<file path="src/rtl/hazard_scoreboard.sv">
// Purpose : interlock + forwarding unit; tracks in-flight register writers in a DEPTH-stage shift pipe.
// Latency : lookup is combinational on current stage contents; an issued writer is visible next cycle.
// Backpressure: raises stall when a matching producer is not yet forwardable; flush cancels the stall.
//
// Ports:
//   clk, rst         rising-edge clock, synchronous active-high reset
//   issue_valid      instruction present in decode
//   issue_we         issuing instruction writes a register
//   issue_is_load    issuing instruction is a load
//   issue_rd         destination register of the issuing instruction
//   src_used         per-source "operand is read"
//   src_addr         source addresses, src i at [i*ADDR_W +: ADDR_W]
//   flush            squash the decode and stage-1 instructions
//   stall            hold decode/PC and insert a bubble
//   fwd_sel          per source: 0 = register file, k = result of the stage-k instruction
//   busy             any stage entry valid
module hazard_scoreboard #(
  parameter int ADDR_W           = 5,
  parameter int DEPTH            = 3,
  parameter int NUM_SRC          = 2,
  parameter int ALU_READY_STAGE  = 1,
  parameter int LOAD_READY_STAGE = 2,
  localparam int SEL_W           = $clog2(DEPTH + 1)
) (
  input  logic                      clk,
  input  logic                      rst,
  input  logic                      issue_valid,
  input  logic                      issue_we,
  input  logic                      issue_is_load,
  input  logic [ADDR_W-1:0]         issue_rd,
  input  logic [NUM_SRC-1:0]        src_used,
  input  logic [NUM_SRC*ADDR_W-1:0] src_addr,
  input  logic                      flush,
  output logic                      stall,
  output logic [NUM_SRC*SEL_W-1:0]  fwd_sel,
  output logic                      busy
);

  // Stage entries; array index j holds pipeline stage j+1 (index 0 = EX).
  logic [DEPTH-1:0]  st_valid;
  logic [DEPTH-1:0]  st_we;
  logic [DEPTH-1:0]  st_load;
  logic [ADDR_W-1:0] st_rd [DEPTH];

  logic [NUM_SRC-1:0] src_stall;

  // Stage pipeline: always advances, stage DEPTH retires every cycle.
  always_ff @(posedge clk) begin
    if (rst) begin
      st_valid <= '0;
      st_we    <= '0;
      st_load  <= '0;
      for (int j = 0; j < DEPTH; j++) begin
        st_rd[j] <= '0;
      end
    end else begin
      // Stage-1 load mux is the only place stall feeds back into state.
      st_valid[0] <= issue_valid & ~stall & ~flush;
      st_we[0]    <= issue_we;
      st_load[0]  <= issue_is_load;
      st_rd[0]    <= issue_rd;
      for (int j = 1; j < DEPTH; j++) begin
        // The squashed stage-1 instruction moves on as a bubble.
        st_valid[j] <= st_valid[j-1] & ~((j == 1) & flush);
        st_we[j]    <= st_we[j-1];
        st_load[j]  <= st_load[j-1];
        st_rd[j]    <= st_rd[j-1];
      end
    end
  end

  // Per-source lookup. Stages are scanned oldest to youngest so the
  // youngest match overwrites any older one.
  always_comb begin
    fwd_sel   = '0;
    src_stall = '0;
    for (int i = 0; i < NUM_SRC; i++) begin
      logic [ADDR_W-1:0] a;
      logic [SEL_W-1:0]  sel;
      logic              req;
      a   = src_addr[i*ADDR_W +: ADDR_W];
      sel = '0;
      req = 1'b0;
      // r0 is hardwired, so it never needs forwarding or interlock.
      if (src_used[i] && (a != '0)) begin
        for (int k = DEPTH; k >= 1; k--) begin
          if (st_valid[k-1] && st_we[k-1] && (st_rd[k-1] == a)) begin
            if (k >= (st_load[k-1] ? LOAD_READY_STAGE : ALU_READY_STAGE)) begin
              sel = SEL_W'(k);
              req = 1'b0;
            end else begin
              sel = '0;
              req = 1'b1;
            end
          end
        end
      end
      fwd_sel[i*SEL_W +: SEL_W] = sel;
      src_stall[i]              = req;
    end
  end

  assign stall = issue_valid & ~flush & (|src_stall);
  assign busy  = |st_valid;

endmodule

</file>
<file path="config.mk">
export PLATFORM = sky130hd
export DESIGN_NAME = hazard_scoreboard
export DESIGN_NICKNAME = d
export VERILOG_FILES = /design/src/rtl/hazard_scoreboard.sv
export SDC_FILE = /design/constraint.sdc
export NUM_CORES = 1
export LEC_CHECK = 0
export BUFFER_PORTS_ARGS = -buffer_cell sky130_fd_sc_hd__buf_2
export CORE_ASPECT_RATIO = 1.25
export CORE_MARGIN = 4
export CORE_UTILIZATION = 50
export DETAILED_ROUTE_END_ITERATION = 8
export HOLD_SLACK_MARGIN = 0.03
export PLACE_DENSITY_LB_ADDON = 0.15
export RECOVER_POWER = 100
export SYNTH_ARGS = -nofsm -noshare
export SYNTH_HDL_FRONTEND = slang
export SYNTH_SLANG_ARGS = --single-unit
</file>
<file path="constraint.sdc">
create_clock -name clk -period 2.04 [get_ports clk]
set_input_delay 0.408 -clock clk [delete_from_list [all_inputs] [get_ports clk]]
set_output_delay 0.408 -clock clk [all_outputs]
set_load 0.03 [all_outputs]
</file>
==> flow_metrics.py, run 1 <==
metrics = {
    "status": {
        "outcome": "finished, violations left",
        "violations": "setup timing",
    },
    "hold_path": {
        "min_path_cells": 2,
        "worstHoldStart": "flush",
        "whs_endpoint": "st_valid[0]",
        "min_path_type": "input pin to register",
    },
    "synth": {
        "netlist_area_sq_um": 1090,
        "synth_cells": 107,
        "syn_avg_cell_area_sq_um": 10.2,
        "synthArstFlopShare_pct": 0,
        "synth_seq_cells": 22,
        "yosysTopAreaCell": "dfxtp_1",
        "synth_cell_types": 26,
        "seq_area_frac_synth_pct": 40.5,
        "synth.area.top_cells": "dfxtp_1 40%, xor2_1 14%, nor2b_1 11%",
        "syn_nets": 130,
        "synth-edff-count": 0,
        "synth_ff_type": "dfxtp_1",
        "synth_top_area_share_pct": 40.5,
        "ys_warn_count": 0,
    },
    "worst_setup_path": {
        "r2r_start": "st_rd[0][4]",
        "r2r_setup_slack_ns": 0.42,
        "critPathArrivalTime_ns": 1.96,
        "reg2reg_depth": 6,
        "cp-end-kind": "output port",
        "cp_max_fo": 3,
        "worstSetupPathType": "register to output port",
        "worstPathRequired_ns": 1.63,
        "startpoint_type": "register",
        "regToRegEndpoint": "st_valid[0]",
    },
    "place": {
        "gp_congestion": 0.830,
        "port_buffers": 28,
        "hpwl_um": 1900,
    },
    "layout": {
        "diodes": 0,
        "final_common_cell": "buf_2",
        "final_cell_mix": "21 x buf_2, 20 x nor2b_1, 19 x buf_4, 19 x dfxtp_1, 18 x xor2_1",
        "nFillCells": 177,
        "fin_nets": 177,
        "syn_to_final_growth_pct": 34.0,
        "multi_input_area_sq_um": 686,
        "drive_gt1_share_pct": 40.8,
        "seq_area_sq_um": 444,
    },
    "global_routing": {
        "grt_pass1_vias": 922,
        "gr-usage-all-layers_pct": 17.1,
        "grt_pass1_wl_um": 3960,
        "antenna_found_initial": 0,
        "grt_start_max_net_pins": 23,
        "grt_overflow_total": 0,
    },
    "power_and_ir_drop": {
        "peakVddDrop_v": 0.000390,
        "power_density_nw_per_um2": 543,
        "power_w": 0.000793,
        "power_leakage_nw": 0.627,
    },
    "routing": {
        "firstDrtPassIters": 2,
        "vias": 888,
        "drtIter0Drc": 7,
        "wirelength_um": 2390,
        "drc": 0,
        "wl_per_cell_um": 13.9,
        "ant_nets": 0,
        "vias_per_cell": 5.16,
    },
    "floorplan": {
        "rows": 18,
        "io_pins": 29,
        "die_x_um": 49.7,
        "fp.coreArea_sq_um": 2030,
        "die_area_sq_um": 2990,
        "die_y_um": 60.2,
        "initial_core_util_pct": 53.7,
    },
    "timing": {
        "rsz0062_at_grt": "true",
        "setup_tns_ns": -1.29,
        "hold_violations": 0,
        "period_share_pct": 116,
        "tightestPinTransition_ns": 0.950,
        "hold_ws_ns": 0.305,
        "slew_viol_final": 0,
        "setup_viol": 5,
        "final.setup.worst_slack_ns": -0.323,
        "fmax_mhz": 423,
        "relSlewSlack_pct": 36.7,
        "min_period_ns": 2.36,
        "finClkSkew_ns": 0.00166,
    },
    "clock_tree": {
        "clkTransAtPathRegs_ns": 0.11,
        "h-tree-depth": 1,
        "holdBufCountCts": 0,
        "clkSinkCount": 22,
        "root_buffer": "clkbuf_4",
        "cts_buffers": 3,
        "insertion_delay_ns": 0.29,
        "cts_tree": "built",
        "clock_path_buffers": 2,
    },
    "run": {
        "drv_cap": 0,
    },
}
-- flip-flops by register name, summed over array words and instances, names as in the netlist --
name and cells:
st_valid 3, st_rd 15, st_we 3, st_load 1
-- cells in the mapped netlist, types with 2 or more instances --
master	instances
xnor2_1	12
nor4_1	4
or3_1	3
o21ai_4	2
nor2b_1	20
o31ai_1	2
dfxtp_1	22
or4_4	2
nand4_1	4
xor2_1	18
nand2_1	2
clkbuf_1	2
-- kinds of logic (layout without fill, tap and decap cells) --
family	Yosys count	after routing	share of synthesized area, %
simple gates	43	43	25.5
compound gates	9	9	8.85
xor+xnor	30	30	24.1
flops	22	22	40.5
buf+inv	3	48	1.03
-- metrics by stage --
| step | cell area, sq um | instances | setup slack (ns) | utilization, % |
|---|---|---|---|---|
| floorplan | 1100 | 107 | 0.000450 | - |
| global placement | 1370 | 168 | -0.249 | 67.5 |
| detailed placement | 1370 | 168 | -0.260 | 67.5 |
| CTS | 1430 | 172 | -0.288 | 70.5 |
| global route | 1460 | 172 | -0.440 | 72.0 |
| finish | 1460 | 172 | -0.323 | 72.0 |
-- power by group --
part / internal, W / total [W] / switching [W]
clock: 0.0000687 / 0.000188 / 0.000120
sequential: 0.000447 / 0.000462 / 0.0000155
combinational: 0.0000747 / 0.000142 / 0.0000669
total: 0.000590 / 0.000793 / 0.000202
-- routing by layer --
layer  GRT usage (%)  vias up  part of all wire [%]
met5               0        -                     0
met2            28.9       23                    48
met1            21.3      407                    46
met4            4.74        0                  0.84
met3            4.49        2                   5.8
li1                -      456                     -
-- what timing repair did --
action,in CTS,in global routing
pin swaps,2,5
buffers inserted,1,0
endpoints found under the setup margin,5,5
gates resized for setup,10,7
-- worst max-delay path by stage --
stage | start | endpoint | slack [ns] | cells past startpoint
after global placement | src_addr[3] | fwd_sel[0] | -0.25 | 7
after CTS | st_rd[0][2] | stall | -0.29 | 7
final | st_rd[0][4] | stall | -0.32 | 6
after detailed placement | src_addr[3] | fwd_sel[0] | -0.26 | 7
after floorplan | src_addr[9] | stall | 0.0005 | 5
after global routing | st_rd[0][4] | stall | -0.44 | 6
-- cell type report --
class                   instances  share of cell area, %
clock buffers                   3                   1.54
inverters                       1                  0.257
multi-input cells              82                   47.0
flip-flops and latches         22                   30.4
well taps                      20                   1.72
repair buffers                 44                   19.0
-- worst max-delay path, stage by stage, from the launching register on --
cell     delay (ns)
dfxtp_2        0.35
xor2_1         0.15
nor4_2         0.31
nand4_1        0.25
o22ai_4        0.22
and4b_1        0.24
buf_6          0.13
(Power assumes the default switching activity.)
==> run 2, diff against run 1 <==
CORE_UTILIZATION = 51   (was 50)
SLEW_MARGIN = 20   (was default)
==> run 2 against run 1 <==
  * Critical endpoint unchanged
  * Highest routed layer unchanged
  * Maximum frequency rose by 0.18%
  * The flow still finishes with violations (setup timing)
  * Worst setup slack improved by 0.0043 ns
  * Cell count rose by 1.7%
  * Via count rose by 1.7%
  * Hold slack got worse by 0.019 ns
  * Routed wire length rose by 3.3%
  * Largest cell class unchanged
  * Clock skew rose by 0.0084 ns
  * Critical path depth rose by 1
  * Clock power rose by 3%
  * Combinational power rose by 3%
==> flow_metrics.py, run 2 (synthesis results as in run 1) <==
metrics = {
    "timing": {
        "relSlewSlack_pct": 37.5,
        "setup_viol": 5,
        "tightestPinTransition_ns": 0.938,
        "min_period_ns": 2.36,
        "finClkSkew_ns": 0.0101,
        "hold_violations": 0,
        "final.setup.worst_slack_ns": -0.319,
        "slew_viol_final": 0,
        "rsz0062_at_grt": "true",
        "fmax_mhz": 424,
        "period_share_pct": 116,
    },
    "hold_path": {
        "worstHoldStart": "flush",
        "min_path_cells": 2,
        "min_path_type": "input pin to register",
    },
    "layout": {
        "multi_input_area_sq_um": 659,
        "fin_nets": 180,
        "final_common_cell": "buf_2",
        "diodes": 0,
        "instances_no_fill": 175,
        "final_area_sq_um": 1470,
        "largest_register_ffs": 15,
        "seq_area_sq_um": 445,
        "regMostFlops": "st_rd",
        "nFillCells": 155,
        "top_regs": "st_rd x15, st_valid x3, st_we x3",
        "syn_to_final_growth_pct": 34.8,
        "final_cell_mix": "21 x buf_2, 20 x nor2b_1, 19 x buf_4, 18 x xor2_1, 18 x dfxtp_1",
        "drive_gt1_share_pct": 40.6,
    },
    "clock_tree": {
        "root_buffer": "clkbuf_4",
        "cts_tree": "built",
        "clock_path_buffers": 2,
        "holdBufCountCts": 0,
        "insertion_delay_ns": 0.30,
        "clkTransAtPathRegs_ns": 0.12,
        "h-tree-depth": 1,
        "cts_buffers": 3,
        "clkSinkCount": 22,
    },
    "place": {
        "hpwl_um": 1940,
        "dp.cells": 170,
        "gp_congestion": 0.826,
        "port_buffers": 28,
        "placed_cell_area_sq_um": 1380,
    },
    "routing": {
        "drc": 0,
        "wirelength_um": 2470,
        "vias": 903,
        "ant_nets": 0,
        "firstDrtPassIters": 4,
        "wl_per_cell_um": 14.1,
        "vias_per_cell": 5.16,
        "drtIter0Drc": 9,
    },
    "worst_setup_path": {
        "critPathLaunch": "st_rd[0][2]",
        "startpoint_type": "register",
        "r2r_start": "st_rd[0][2]",
        "cp-end-kind": "output port",
        "reg2reg_depth": 7,
        "slowest_delay_ns": 0.35,
        "cp_max_fo": 3,
        "worstSetupPathType": "register to output port",
        "worstPathRequired_ns": 1.63,
        "crit_path_cell_trace": "xor2_1 > nor4_2 > nand4_1 > buf_4 > o22ai_2 > and4b_1 > buf_6",
        "cp_num_buf_inv": 2,
        "critPathArrivalTime_ns": 1.95,
        "path_delay_family": "simple AND/OR/NAND/NOR gates",
        "slowest_stage": "dfxtp_2",
        "crit_cells": 7,
    },
    "global_routing": {
        "antenna_found_initial": 0,
        "grt_overflow_total": 0,
        "grt_pass1_wl_um": 4030,
        "grt_pass1_vias": 917,
        "gr-usage-all-layers_pct": 18.5,
        "grt_start_max_net_pins": 23,
    },
    "power_and_ir_drop": {
        "power_density_nw_per_um2": 546,
        "peakVddDrop_v": 0.000389,
        "power_leakage_nw": 0.645,
    },
    "floorplan": {
        "rows": 18,
        "die_area_sq_um": 2940,
        "die_x_um": 49.3,
        "fp.coreArea_sq_um": 2000,
        "die_y_um": 59.7,
        "io_pins": 29,
        "initial_core_util_pct": 54.3,
    },
    "status": {
        "violations": "setup timing",
        "outcome": "finished, violations left",
    },
    "run": {
        "drv_cap": 0,
    },
}
==> run 2: changes by cell type in the layout (fill, tap and decap cells not counted), sizes merged <==
cell	previous run	this run
buf	42	45
==> run 2: metrics by stage <==
step           hold slack, ns  total power, W  setup slack (ns)  TNS, ns  utilization (%)
5_1_grt                 0.281        0.000842            -0.477    -1.84             73.2
6_report                0.286        0.000801            -0.319    -1.23             73.2
4_1_cts                 0.286        0.000807            -0.342    -1.28             73.2
3_5_place_dp            0.451        0.000610            -0.327    -1.19             69.0
2_1_floorplan           0.429        0.000537          0.000450        0                -
3_3_place_gp            0.437        0.000604            -0.276   -0.951             69.0
==> run 2: routing by layer <==
metal	GRT usage, %	part of all wire (%)	up-vias
li1	-	-	466
met1	20.8	43	416
met2	34.3	51	19
met3	3.49	4.5	2
met4	7.32	0.93	0
met5	0	0	-
==> run 2: path summary, 6_finish.rpt <==
kind	to	slack, ns
min reg2reg	st_we[2]	0.48
max reg2reg	st_valid[0]	0.43
min	st_valid[0]	0.29
max	stall	-0.32
==> run 2: layout make-up <==
type | count | area share (%)
Multi-Input combinational cell | 82 | 44.9
Sequential cell | 22 | 30.3
Timing Repair Buffer | 47 | 21.2
Tap cell | 20 | 1.71
Clock buffer | 3 | 1.53
Inverter | 1 | 0.256
==> run 2: timing repair <==
action                                  in CTS  in global routing
endpoints found under the setup margin       5                  5
resized for setup                           15                  3
pin swaps                                    5                  1
buffers inserted                             2                  0
==> run 2: where the power goes <==
group | total [W] | switching [W] | internal (W)
logic | 0.000146 | 0.0000672 | 0.0000787
clock network | 0.000193 | 0.000124 | 0.0000687
registers | 0.000462 | 0.0000151 | 0.000447
total | 0.000801 | 0.000206 | 0.000595
